### config.mk
export PLATFORM = sky130hd
export DESIGN_NAME = bin_to_bcd_seq
export DESIGN_NICKNAME = d
export VERILOG_FILES = /design/src/rtl/bin_to_bcd_seq.sv
export SDC_FILE = /design/constraint.sdc
export NUM_CORES = 1
export LEC_CHECK = 0
export BUFFER_PORTS_ARGS = -buffer_cell sky130_fd_sc_hd__buf_2
export CAP_MARGIN = 20
export CORE_MARGIN = 2
export CORE_UTILIZATION = 59
export DETAILED_ROUTE_END_ITERATION = 10
export PLACE_DENSITY = 0.81
export SLEW_MARGIN = 5
export SYNTH_ARGS = -nofsm -noshare
export SYNTH_HDL_FRONTEND = slang
export SYNTH_SLANG_ARGS = --single-unit
### constraint.sdc
create_clock -name clk_i -period 3.9 [get_ports clk_i]
set_clock_uncertainty 0.1 [all_clocks]
set_input_delay 0.195 -clock clk_i [delete_from_list [all_inputs] [get_ports clk_i]]
set_output_delay 0.195 -clock clk_i [all_outputs]
set_load 0.02 [all_outputs]
### src/rtl/bin_to_bcd_seq.sv
// ---------------------------------------------------------------------------
// bin_to_bcd_seq
//
// Sequential binary-to-BCD converter using shift-add-3 (double dabble).
// The input word is either plain binary or Gray-coded; Gray input is decoded
// to binary as it is captured. One input bit is consumed per clock, so a
// conversion takes WIDTH shift steps after the accept edge.
//
// Ports:
//   clk_i        clock, all state changes on the rising edge
//   rst_i        asynchronous active-high reset
//   in_valid_i   input word present
//   in_ready_o   block can accept a word (idle)
//   dat_i        input word, WIDTH bits
//   gray_i       1: dat_i is Gray-coded, 0: plain binary
//   out_valid_o  result available (done)
//   out_ready_i  consumer takes the result
//   dat_bcd_o    packed BCD result, digit k (units = 0) in bits [4k+3:4k]
//   ovf_o        value exceeded 10^DIGITS-1; dat_bcd_o holds the low digits
// ---------------------------------------------------------------------------
module bin_to_bcd_seq #(
    parameter int WIDTH  = 8,
    parameter int DIGITS = 3
) (
    input  logic                  clk_i,
    input  logic                  rst_i,
    input  logic                  in_valid_i,
    output logic                  in_ready_o,
    input  logic [WIDTH-1:0]      dat_i,
    input  logic                  gray_i,
    output logic                  out_valid_o,
    input  logic                  out_ready_i,
    output logic [4*DIGITS-1:0]   dat_bcd_o,
    output logic                  ovf_o
);

    localparam int CNT_W = $clog2(WIDTH + 1);
    localparam int ACC_W = 4 * DIGITS;

    typedef enum logic [1:0] {
        IDLE  = 2'd0,
        SHIFT = 2'd1,
        DONE  = 2'd2
    } state_t;

    // Gray to binary: each binary bit is the XOR of all Gray bits at or above it.
    function automatic logic [WIDTH-1:0] gray_to_bin(input logic [WIDTH-1:0] g);
        logic [WIDTH-1:0] b;
        b            = '0;
        b[WIDTH-1]   = g[WIDTH-1];
        for (int i = WIDTH - 2; i >= 0; i--) begin
            b[i] = b[i+1] ^ g[i];
        end
        return b;
    endfunction

    // Double-dabble correction: any digit >= 5 gets +3 so the coming shift
    // carries correctly into the next decimal digit.
    function automatic logic [ACC_W-1:0] add3_digits(input logic [ACC_W-1:0] a);
        logic [ACC_W-1:0] r;
        logic [3:0]       d;
        r = '0;
        for (int k = 0; k < DIGITS; k++) begin
            d = a[4*k +: 4];
            if (d >= 4'd5) begin
                r[4*k +: 4] = d + 4'd3;
            end else begin
                r[4*k +: 4] = d;
            end
        end
        return r;
    endfunction

    state_t             state_r;
    state_t             state_nxt_s;
    logic               in_ready_r;
    logic               out_valid_r;
    logic               in_ready_nxt_s;
    logic               out_valid_nxt_s;

    logic [WIDTH-1:0]   shreg_r;
    logic [ACC_W-1:0]   acc_r;
    logic               ovf_sticky_r;
    logic [CNT_W-1:0]   cnt_r;
    logic [ACC_W-1:0]   dat_bcd_r;
    logic               ovf_r;

    logic [ACC_W-1:0]   acc_adj_s;
    logic [ACC_W-1:0]   acc_shift_s;
    logic [WIDTH-1:0]   shreg_shift_s;
    logic               carry_out_s;
    logic               last_step_s;

    // State register and registered handshake flags.
    always_ff @(posedge clk_i or posedge rst_i) begin
        if (rst_i) begin
            state_r     <= IDLE;
            in_ready_r  <= 1'b1;
            out_valid_r <= 1'b0;
        end else begin
            state_r     <= state_nxt_s;
            in_ready_r  <= in_ready_nxt_s;
            out_valid_r <= out_valid_nxt_s;
        end
    end

    // Next-state logic.
    always_comb begin
        state_nxt_s = state_r;
        case (state_r)
            IDLE: begin
                if (in_valid_i) begin
                    state_nxt_s = SHIFT;
                end else begin
                    state_nxt_s = IDLE;
                end
            end
            SHIFT: begin
                if (last_step_s) begin
                    state_nxt_s = DONE;
                end else begin
                    state_nxt_s = SHIFT;
                end
            end
            DONE: begin
                if (out_ready_i) begin
                    state_nxt_s = IDLE;
                end else begin
                    state_nxt_s = DONE;
                end
            end
            default: begin
                state_nxt_s = IDLE;
            end
        endcase
    end

    // Output decode of the upcoming state, so the flags are registered and
    // always equal the state the block is in.
    always_comb begin
        in_ready_nxt_s  = 1'b0;
        out_valid_nxt_s = 1'b0;
        case (state_nxt_s)
            IDLE: begin
                in_ready_nxt_s  = 1'b1;
                out_valid_nxt_s = 1'b0;
            end
            SHIFT: begin
                in_ready_nxt_s  = 1'b0;
                out_valid_nxt_s = 1'b0;
            end
            DONE: begin
                in_ready_nxt_s  = 1'b0;
                out_valid_nxt_s = 1'b1;
            end
            default: begin
                in_ready_nxt_s  = 1'b0;
                out_valid_nxt_s = 1'b0;
            end
        endcase
    end

    // One shift-add-3 step: correct, then shift {acc, shreg} left by one.
    // The bit leaving the accumulator top is a carry worth 10^DIGITS.
    always_comb begin
        acc_adj_s     = add3_digits(acc_r);
        carry_out_s   = acc_adj_s[ACC_W-1];
        acc_shift_s   = {acc_adj_s[ACC_W-2:0], shreg_r[WIDTH-1]};
        shreg_shift_s = {shreg_r[WIDTH-2:0], 1'b0};
        last_step_s   = (cnt_r == CNT_W'(1));
    end

    // Conversion datapath and result registers.
    always_ff @(posedge clk_i or posedge rst_i) begin
        if (rst_i) begin
            shreg_r      <= '0;
            acc_r        <= '0;
            ovf_sticky_r <= 1'b0;
            cnt_r        <= '0;
            dat_bcd_r    <= '0;
            ovf_r        <= 1'b0;
        end else begin
            case (state_r)
                IDLE: begin
                    if (in_valid_i) begin
                        if (gray_i) begin
                            shreg_r <= gray_to_bin(dat_i);
                        end else begin
                            shreg_r <= dat_i;
                        end
                        acc_r        <= '0;
                        ovf_sticky_r <= 1'b0;
                        cnt_r        <= CNT_W'(WIDTH);
                    end
                end
                SHIFT: begin
                    shreg_r      <= shreg_shift_s;
                    acc_r        <= acc_shift_s;
                    ovf_sticky_r <= ovf_sticky_r | carry_out_s;
                    cnt_r        <= cnt_r - CNT_W'(1);
                    // Publish on the final step, folding in its own carry-out.
                    if (last_step_s) begin
                        dat_bcd_r <= acc_shift_s;
                        ovf_r     <= ovf_sticky_r | carry_out_s;
                    end
                end
                DONE: begin
                    cnt_r <= cnt_r;
                end
                default: begin
                    cnt_r <= '0;
                end
            endcase
        end
    end

    assign in_ready_o  = in_ready_r;
    assign out_valid_o = out_valid_r;
    assign dat_bcd_o   = dat_bcd_r;
    assign ovf_o       = ovf_r;

endmodule

# After elaboration in Yosys (flattened, before gate mapping)
# Index checks and enable logic that the tools add are counted.
# totals
regBits	42
in_bits	13
out_inout_bits	15
word_cells	54
# classes
addsub	4
n_lt_le_gt_ge	3
eq_ne	5
mux	18
n_bitwise	9
n_reduce_logical	6
# op_table
op	count
$pmux 12 s2	1
$mux 4	4
$pmux 8 s2	1
$add 4x2->4 const B	3
$ge 4x3->1 const B	3
$mux 12	1
$pmux 4 s3	1
$mux 8	1
$mux 7	1
$xor 1x1->1	7
$pmux 2 s3	1
$reduce_and 2->1	3
$eq 2x2->1 const B	2
$eq 4x1->1 const B	1
$logic_not 2->1	2
$mux 1	4
$mux 2	2
$sub 4x1->4 const B	1
$eq 2x1->1 const B	1
$ne 2x2->1 const B	1
$pmux 1 s2	1
$reduce_bool 2->1	1
$not 1->1	1
$or 1x1->1	1

# Depth between registers and ports, before layout
# Gate-level depths: netlist (run 1).
# depth
ltp_word	10
ltp_mapped	7

# Worst setup path after synthesis (run 1)
# Ideal clock, no wire load.
# synth_timing
path_type	reg-to-reg
from	reg state_r[0]
to	reg shreg_r[2]
arrival_ns	1.543
t_required_ns	3.731
path_slack_ns	2.188
stages_incl_launch_ff	5
synth_period_minus_slack_ns	1.712
path_cell_list	dfrtp_1 -> clkbuf_8 -> or3b_2 -> or4_1 -> nand3_1
# synth_between
elab_chain_cells	3
# synth_rtl
element	line	source
start, declared	74	state_t state_r;
start signal, assigned	101	state_r <= state_nxt_s;
$eq 2x1->1 / $logic_not 2->1 (equally long branches)	183	case (state_r)
$reduce_bool 2->1 (no line) / $ne 2x2->1 (equally long branches)	-	
$reduce_and 2->1 (no line)	-	
end signal, assigned	187	shreg_r <= gray_to_bin(dat_i);
end signal, assigned	189	shreg_r <= dat_i;
end signal, assigned	197	shreg_r <= shreg_shift_s;
end, declared	81	logic [WIDTH-1:0] shreg_r;
# Several ways; a longest one is shown, not always the timed one.
# A chain may end at the register's enable or synchronous reset.

# Worst setup path after layout (run 1)
# layout_timing
from	reg state_r[0]
to	reg dat_bcd_r[5] (netlist: dat_bcd_o[5])
# layout_between
elab_chain_cells	2
# layout_rtl
element	line	source
$eq 2x1->1	183	
$reduce_and 2->1 (no line)	-	
end signal, assigned	203	dat_bcd_r <= acc_shift_s;
end, declared	85	logic [ACC_W-1:0] dat_bcd_r;
# Every way passes these cells.

==> run metrics, run 1 <==
outcome complete, no violations; Max-slew headroom 30.8%; P&R area growth vs syn 11.3%; setup violators final 0; number of synthesized flops with an enable pin 0; initial antenna violation count 0; Final period util 57.4%; actual slew at the worst max-slew pin 1.04 ns; share of cells above drive strength 1 20.1%; core area 3630 um2; total power 1.98 mW; endpoint arrival time on the critical path 2.33 ns; Crit path largest cell delay 0.65 ns; internal power 1.14 mW; DR DRC count 0; post-route setup slack 1.66 ns; clock sinks 42; first-pass GRT wire length 7250 um; Iteration-0 DRC Markers 90; Total Wirelength 4190 um; ANT nets after route 0; Clk Latency, worst-skew pair 0.30 ns; CP max FO 22; Hold Fails Final Rpt 0; count leader, synth dfrtp_1; register area share after synthesis 47.9%; Ant. Diodes 0; Yosys warning total 0; Synth top cells by count dfrtp_1 (41), nand2_1 (30), o21ai_0 (26); top cells by area, synth dfrtp_1 (47%), o21ai_0 (5.9%), nand2_1 (5.1%), mux2_2 (4.6%), ha_1 (4.6%); placed cell count 288; vias per inst 5.83; H-tree levels 2; minimum clock period 2.24 ns; critical setup path kind flip-flop to flip-flop; Comb pwr share 45.5%; Non-Filler Instances 297; Psw 0.838 mW; Remaining Overflow, GRT 0; Synth Flop Type dfrtp_1; Cell variety after synth 38; Clock Tree Buf Depth 2; clk slew on worst S/H paths 0.09 ns; IO Pins 28; final slew viol count 0; top-area cell type share of the netlist area 46.7%; maxcap violations 0; total track usage 22.6%; Post-DP HPWL 3030 um; Static Leak 1.14 nW; worst path cell trace nor2b_1, nand2_1, mux2_2; Power Density 809 nW/um2; post-synthesis cell count 220; Clk network pwr share 14.2%; area leader, netlist dfrtp_1; Core Util, Final 67.3%; number of global-route vias before repair 1,567; syn avg cell area 9.99 um2; gpl congestion 0.784; total vias in the final route 1,732; slowest CP cell dfrtp_1; Final Net Count 269; number of synthesized register bits 42; CTS tree built; Setup TNS Final 0 ns; CTS Buf Count 5; pin count of the biggest net entering global routing 43; worst slack, placed 1.70 ns; Routed wire per std cell 14.1 um; Post-Syn Nets 241; CP Capture Type flip-flop; sequential share of power 40.3%; root buf cell clkbuf_8; largest vdd supply drop 0.000403 V; CP startpoint kind flip-flop; IO Port Bufs 27; Max Clk Rate 447 MHz; Die X 65.0 um; WP data required 3.99 ns; asr flop ratio synth 100%; Netlist Area Pre-Place 2200 um2; Die Y 65.0 um; Initial Util 60.5%; RSZ-0062 raised after global routing no; Switching Fraction 42.4%; worst min path class input port to flip-flop; length of the first detailed-routing pass in iterations 4; Rows 22; Filler Cells Inserted 308; die area 4230 um2
## placed cells by master, fill, tap and decap left out, types with 2 or more instances in the layout
cell and instances:
nor3b_1 7, ha_1 8, xnor2_1 7, o21ai_0 26, nor2b_1 2, dfrtp_1 41, mux2_2 9, clkbuf_8 5
o22ai_1 10, nor3_1 3, a32oi_1 2, inv_1 13, a31oi_1 2, a22oi_1 2, nand2b_1 5, a22o_1 4
nand2_1 30, xor2_1 3, nor2_1 5, buf_2 27, a21oi_1 15, nand3_1 3
## per-stage QoR
stage          area (um2)  hold WS, ns
4_1_cts              2440       0.0933
3_3_place_gp         2340        0.245
2_1_floorplan        2200        0.246
6_report             2440       0.0983
3_5_place_dp         2340        0.249
5_1_grt              2440       0.0990
## cells by family (layout without fill, tap and decap cells)
| group | count (synthesis) | after routing | share of synthesized area (%) |
|---|---|---|---|
| flops | 42 | 42 | 47.9 |
| simple gates | 60 | 60 | 13.6 |
| compound gates | 67 | 67 | 18.0 |
| fa+ha+maj | 8 | 8 | 4.56 |
| mux | 10 | 10 | 5.07 |
| xor+xnor | 12 | 12 | 6.21 |
| buf+inv | 21 | 50 | 4.73 |
## worst paths after layout
kind                                    from      endpoint  cells after the start  slack (ns)
worst max-delay path              state_r[0]  dat_bcd_o[5]                      3        1.66
worst min register to register  dat_bcd_o[6]  dat_bcd_o[6]                      2        0.38
worst max register to register    state_r[0]  dat_bcd_o[5]                      3        1.66
max in group asynchronous              rst_i    shreg_r[5]                      4        2.88
worst min-delay path             out_ready_i    state_r[1]                      4         0.1
min in group asynchronous              rst_i  dat_bcd_o[8]                      4        0.45
## sequential cells by signal (all words and copies together), names as in the netlist
signal	cells
acc_r	12
dat_bcd_o	12
shreg_r	8
cnt_r	4
state_r	2
in_ready_o	1
out_valid_o	1
ovf_o	1
ovf_sticky_r	1
## what timing repair did
action / 4_1_cts / 5_1_grt
hold endpoints to repair: 41 / 0
hold buffers: 1 / 0
buffers inserted: 0 / 0
resized for setup: 0 / 0
## power by group through the flow
stage               combinational [mW]  clock (mW)  sequential (mW)
floorplan                        0.639           0            0.837
global placement                 0.868           0            0.796
CTS                              0.906       0.286            0.796
finish                           0.900       0.281            0.797
detailed placement               0.904           0            0.802
global route                      1.02       0.308            0.827
## critical path: cells and delay by family, from the launching register on
family        cells  cell delay, ns
simple gates      2            0.94
flops             1            0.65
mux               1            0.44
## layer usage
| layer | share of wire [%] | up-vias | global-route usage, % |
|---|---|---|---|
| li1 | - | 840 | - |
| met1 | 47 | 843 | 30.9 |
| met2 | 47 | 43 | 36.0 |
| met3 | 4.6 | 6 | 4.86 |
| met4 | 1.3 | 0 | 7.81 |
| met5 | 0 | - | 0 |
## layout make-up
type                    count  area (um2)  area share [%]
inverters                  13        48.8            2.00
repair buffers             29         153            6.24
multi-input cells         157        1040            42.6
flip-flops and latches     42        1050            43.0
clock inverters             3        21.3           0.870
clock buffers               5        68.8            2.81
well taps                  48        60.1            2.46
No activity file was read; power rests on OpenSTA's default activity.
==> run 2: changes to the inputs <==
--- a/config.mk
+++ b/config.mk
@@ -8,9 +8,9 @@
 export BUFFER_PORTS_ARGS = -buffer_cell sky130_fd_sc_hd__buf_2
 export CAP_MARGIN = 20
 export CORE_MARGIN = 2
-export CORE_UTILIZATION = 59
+export CORE_UTILIZATION = 57
 export DETAILED_ROUTE_END_ITERATION = 10
-export PLACE_DENSITY = 0.81
+export PLACE_DENSITY = 0.79
 export SLEW_MARGIN = 5
 export SYNTH_ARGS = -nofsm -noshare
 export SYNTH_HDL_FRONTEND = slang
==> constraint.sdc (replaced) <==
create_clock -name clk_i -period 2.2 [get_ports clk_i]
set_clock_uncertainty 0.1 [all_clocks]
set_input_delay 0.11 -clock clk_i [delete_from_list [all_inputs] [get_ports clk_i]]
set_output_delay 0.11 -clock clk_i [all_outputs]
set_load 0.02 [all_outputs]
==> run 2 against run 1 <==
  * Register-to-register slack got worse by 1.3 ns
  * Largest power group unchanged
  * Flip-flop and latch count unchanged
  * Critical endpoint is now shreg_r[2]
  * Count of clock-buffer cells in the layout increased by 2
  * Total power increased by 87%
  * Highest routed layer unchanged
==> run metrics, run 2 (synthesis gave the netlist of run 1 again) <==
CP startpoint kind flip-flop; Core Util, Final 68.4% (+1.1 points); Die X 66.1 um (+1.6%); vias per inst 5.59 (-4.1%); routed wl met2 2080 um (+5.3%); Clk network pwr share 16.3% (+2.1 points); Clk Latency, worst-skew pair 0.30 ns (about the same); outcome complete, no violations; most frequent cells in the layout dfrtp_1 (41), nand2_1 (30), buf_2 (27), o21ai_0 (26), a21oi_1 (15); Remaining Overflow, GRT 0 (unchanged); Iteration-0 DRC Markers 131 (+46%); setup violators final 0 (unchanged); Ant. Diodes 0 (unchanged); DR DRC count 0 (unchanged); Setup Fix Bufs, Post-CTS 0 (unchanged); total power 3.70 mW (+87%); minimum clock period 1.81 ns (-0.426 ns); Static Leak 1.18 nW (+4.1%); final slew viol count 0 (unchanged); CP Capture Type flip-flop; Top Layer Used met4; initial antenna violation count 0 (unchanged); Comb pwr share 46.1% (+0.6 points); total track usage 22.9% (+0.27 points); endpoint arrival time on the critical path 1.95 ns (-0.38 ns); Post-DP HPWL 3130 um (+3.1%); Filler Cells Inserted 309 (+0.32%); IO Pins 28 (unchanged); post-route setup slack 0.386 ns (-1.27 ns); root buf cell clkbuf_8; Power Density 1470 nW/um2 (+81%); total vias in the final route 1,705 (-1.6%); Metal-1 WL 2040 um (+4.2%); internal power 2.21 mW (+94%); sequential share of power 37.6% (-2.7 points); number of global-route vias before repair 1,641 (+4.7%); WP data required 2.34 ns (-1.65 ns); Final period util 82.4% (+25 points); share of cells above drive strength 1 21.8% (+1.7 points); sequential cell area 1050 um2 (unchanged); met3 WL post-DR 200 um (+3.1%); ANT nets after route 0 (unchanged); Initial Util 59.6% (-0.90 points); CP max FO 14 (-36%); Max-slew headroom 63.0% (+32 points); CTS Buf Count 5 (unchanged); core area 3690 um2 (+1.5%); maxcap violations 0 (unchanged); largest vdd supply drop 0.000848 V (+110%); clk slew on worst S/H paths 0.08 ns (about the same); worst min path class input port to flip-flop; most common cell after layout, fill and taps aside dfrtp_1; CTS resizes 0 (unchanged); Psw 1.49 mW (+78%); Clock Tree Buf Depth 2 (unchanged); Rows 22 (unchanged); gpl congestion 0.853 (+8.7%); Die Y 66.1 um (+1.6%); Final Net Count 277 (+3.0%); clock sinks 42 (unchanged); Setup TNS Final 0 ns (unchanged); actual slew at the worst max-slew pin 0.553 ns (-0.483 ns); Switching Fraction 40.3% (-2.0 points); length of the first detailed-routing pass in iterations 6 (+2); Total Wirelength 4360 um (+4.2%); CTS tree built; H-tree levels 2 (unchanged); Routed wire per std cell 14.3 um (+1.5%); IO Port Bufs 27 (unchanged); critical setup path kind flip-flop to flip-flop; Max Clk Rate 551 MHz (+23%); P&R area growth vs syn 14.7%; area of the multi-input gates 1040 um2 (unchanged); Hold Fails Final Rpt 0 (unchanged); RSZ-0062 raised after global routing no; pin count of the biggest net entering global routing 43 (unchanged); first-pass GRT wire length 7450 um (+2.9%); worst slack, placed 0.409 ns (-1.29 ns); die area 4370 um2 (+3.3%)
[run 2: critical path, stage by stage, from the launching register on]
cell and delay (ns):
dfrtp_1 0.52, or3b_2 0.56, or4_1 0.48, nand3_1 0.09
[run 2: cell type report]
type	count	share of cell area, %
clock inverter	1	1.19
multi-input combinational	157	41.3
tap	48	2.38
sequential	42	41.7
timing repair buffer	37	8.44
inverter	13	1.94
clock buffer	7	3.03
[run 2: per-layer routing]
layer  track usage (%)  vias to the layer above
met1              31.4                      812
li1                  -                      848
met2              36.3                       42
met3              4.94                        3
met4              7.14                        0
met5                 0                        -
[run 2: per-stage QoR]
step	hold slack (ns)	instances	cell area [um2]
6_report	0.00617	305	2520
5_1_grt	0.0362	305	2520
4_1_cts	0.000330	305	2520
3_5_place_dp	0.164	296	2400
3_3_place_gp	0.161	296	2400
2_1_floorplan	0.161	220	2200
[run 2: final timing paths]
| kind | from | end | slack [ns] | cells past startpoint |
|---|---|---|---|---|
| min | dat_i[2] | shreg_r[2] | 0.006 | 3 |
| max reg2reg | state_r[1] | shreg_r[2] | 0.39 | 3 |
| max in group asynchronous | rst_i | in_ready_o | 1.27 | 4 |
| max | state_r[1] | shreg_r[2] | 0.39 | 3 |
| min in group asynchronous | rst_i | dat_bcd_o[9] | 0.37 | 4 |
| min reg2reg | dat_bcd_o[6] | dat_bcd_o[6] | 0.37 | 2 |
[run 2: what timing repair did]
action | in CTS | in global routing
hold endpoints to repair | 41 | 0
endpoints found under the setup margin | 0 | 0
hold buffers | 1 | 0
[run 2: power groups by stage]
stage / clock network, mW / registers, mW / logic (mW)
after floorplan: 0 / 1.48 / 1.13
after global placement: 0 / 1.39 / 1.64
after detailed placement: 0 / 1.40 / 1.71
after CTS: 0.607 / 1.39 / 1.72
after global routing: 0.643 / 1.44 / 1.93
final: 0.601 / 1.39 / 1.71
==> run 3: changes to the inputs <==
--- a/config.mk
+++ b/config.mk
@@ -8,9 +8,9 @@
 export BUFFER_PORTS_ARGS = -buffer_cell sky130_fd_sc_hd__buf_2
 export CAP_MARGIN = 20
 export CORE_MARGIN = 2
-export CORE_UTILIZATION = 57
+export CORE_UTILIZATION = 52
 export DETAILED_ROUTE_END_ITERATION = 10
-export PLACE_DENSITY = 0.79
+export PLACE_DENSITY = 0.76
 export SLEW_MARGIN = 5
 export SYNTH_ARGS = -nofsm -noshare
 export SYNTH_HDL_FRONTEND = slang
==> constraint.sdc (replaced) <==
create_clock -name clk_i -period 1.47 [get_ports clk_i]
set_clock_uncertainty 0.1 [all_clocks]
set_input_delay 0.0735 -clock clk_i [delete_from_list [all_inputs] [get_ports clk_i]]
set_output_delay 0.0735 -clock clk_i [all_outputs]
set_load 0.02 [all_outputs]
==> run 3 against run 2 <==
  * The flow now finishes with violations (setup timing)
  * Sequential power grew 55%
  * Register-to-register slack lost 0.54 ns
  * Flip-flop and latch count is the same
  * Hold slack gained 0.017 ns
  * Clock power grew 33%
==> run metrics, run 3 (synthesis gave the netlist of run 1 again) <==
CP max FO 4 (-10); minimum clock period 1.62 ns (-0.189 ns); RSZ-0062 raised after global routing yes; failing checks setup timing; vias per inst 5.73 (+2.5%); ANT nets after route 0 (unchanged); share of cells above drive strength 1 51.8% (+30 points); sequential share of power 29.2% (-8.4 points); critical setup path kind flip-flop to flip-flop; Routed wire per std cell 17.4 um (+22%); Switching Fraction 41.8% (+1.5 points); Worst Reg2Reg Path Length in Cells 5 (+2); Iteration-0 DRC Markers 137 (+4.6%); Ant. Diodes 0 (unchanged); setup violators final 19 (+19); P&R area growth vs syn 48.3%; CP startpoint kind flip-flop; Die X 69 um (+4.4%); final slew viol count 0 (unchanged); core area 4030 um2 (+9.2%); total track usage 23.4% (+0.58 points); post-route setup slack -0.155 ns (-0.541 ns); gpl congestion 0.837 (-1.8%); endpoint arrival time on the critical path 1.75 ns (-0.20 ns); Post-DP HPWL 3580 um (+15%); Final Net Count 321 (+16%); Static Leak 1.52 nW (+28%); total power 7.37 mW (+99%); pin count of the biggest net entering global routing 43 (unchanged); Comb pwr share 59.9% (+14 points); root buf cell clkbuf_8; Clk Latency, worst-skew pair 0.30 ns (about the same); Setup TNS Final -1.47 ns (-1.47 ns); worst setup path endpoint acc_r[6]; Clk network pwr share 10.9% (-5.4 points); initial antenna violation count 0 (unchanged); first-pass GRT wire length 9050 um (+21%); DR DRC count 0 (unchanged); length of the first detailed-routing pass in iterations 5 (-1); IO Pins 28 (unchanged); maxcap violations 0 (unchanged); internal power 4.29 mW (+94%); WP data required 1.59 ns (-0.75 ns); Max Clk Rate 615 MHz (+12%); R2R Path End acc_r[6]; Power Density 2260 nW/um2 (+54%); number of global-route vias before repair 1,967 (+20%); Clock Tree Buf Depth 2 (unchanged); Reg2Reg Setup Slack -0.15 ns (-0.54 ns); CTS tree built; clock sinks 42 (unchanged); Total Wirelength 6120 um (+40%); CTS Buf Count 5 (unchanged); die area 4760 um2 (+9.0%); worst setup path start acc_r[4]; Die Y 69 um (+4.4%); Initial Util 54.5% (-5.0 points); Hold Fails Final Rpt 0 (unchanged); worst min path class input port to flip-flop; DP Area 2770 um2 (+15%); most frequent cells in the layout dfrtp_1 (41), buf_4 (40), buf_2 (27), nand2_1 (26), o21ai_0 (13); most common cell after layout, fill and taps aside dfrtp_1; Remaining Overflow, GRT 0 (unchanged); IO Port Bufs 27 (unchanged); CP Capture Type flip-flop; Core Util, Final 80.9% (+13 points); total vias in the final route 2,011 (+18%); Psw 3.08 mW (+110%); Final period util 111% (+28 points); RR Startpoint acc_r[4]; H-tree levels 2 (unchanged); clk slew on worst S/H paths 0.09 ns (about the same); Max-slew headroom 63.5% (+0.55 points); Rows 23 (+4.5%); Filler Cells Inserted 226 (-27%); actual slew at the worst max-slew pin 0.543 ns (-0.0101 ns); outcome finished, violations left; Final Cell Area 3260 um2 (+29%); largest vdd supply drop 0.00128 V (+51%)
## run 3: changes by cell type in the layout (fill, tap and decap cells not counted), moves of 5 or more
cell	change
buf_4	+31
o21ai_0	-13
inv_1	-8
a21oi_1	-7
ha_1	-7
inv_2	+7
o21ai_2	+7
buf_6	+6
nor3b_1	-6
o21ai_1	+6
nor3b_2	+5
## run 3: area by class of cell
| cell class | instances | area, um2 | share of cell area, % |
|---|---|---|---|
| clock buffer | 6 | 82.6 | 2.53 |
| sequential | 42 | 1050 | 32.3 |
| timing repair buffer | 81 | 631 | 19.3 |
| multi-input combinational | 157 | 1370 | 42.0 |
| inverter | 13 | 51.3 | 1.57 |
| tap | 50 | 62.6 | 1.92 |
| clock inverter | 2 | 12.5 | 0.384 |
## run 3: what timing repair did
| item | CTS | global route |
|---|---|---|
| hold buffers | 3 | 0 |
| pin swaps | 6 | 7 |
| gates resized for setup | 18 | 47 |
| gates cloned | 0 | 4 |
| buffers inserted | 6 | 2 |
| hold endpoints to repair | 45 | 0 |
| endpoints found under the setup margin | 24 | 32 |
## run 3: how the worst min path moves through the flow
stage	to	slack, ns	cells past startpoint	startpoint
2_1_floorplan	shreg_r[1]	0.12	1	gray_i
3_3_place_gp	acc_r[4]	0.04	3	rst_i
3_5_place_dp	dat_bcd_o[2]	0.07	3	rst_i
4_1_cts	shreg_r[0]	0.004	3	dat_i[0]
5_1_grt	shreg_r[1]	0.03	2	gray_i
6_report	shreg_r[1]	0.02	2	gray_i
## run 3: power by group through the flow
stage,logic (mW),registers [mW],clock network [mW]
2_1_floorplan,2.05,2.28,0
3_3_place_gp,3.34,2.09,0
3_5_place_dp,3.47,2.11,0
4_1_cts,3.73,2.09,0.799
5_1_grt,4.74,2.21,0.847
6_report,4.41,2.15,0.801
## run 3: per-stage QoR
step | worst slack [ns] | hold slack, ns | cells
2_1_floorplan | -0.103 | 0.125 | 220
3_3_place_gp | -0.0797 | 0.0435 | 328
3_5_place_dp | -0.114 | 0.0678 | 328
4_1_cts | -0.0837 | 0.00365 | 345
5_1_grt | -0.198 | 0.0256 | 351
6_report | -0.155 | 0.0233 | 351
## run 3: layer usage
metal | vias to the layer above | share of wire [%] | global-route usage [%]
met5 | - | 0 | 0
met1 | 984 | 43 | 29.6
met4 | 0 | 1.9 | 11.1
met2 | 69 | 50 | 38.4
li1 | 942 | - | -
met3 | 16 | 4.9 | 4.97
## run 3: critical path, stage by stage (launching register included)
cell      delay [ns]
dfrtp_1         0.45
ha_2            0.20
nand2b_4        0.15
a21oi_4         0.18
mux2_4          0.33
o21ai_2         0.15
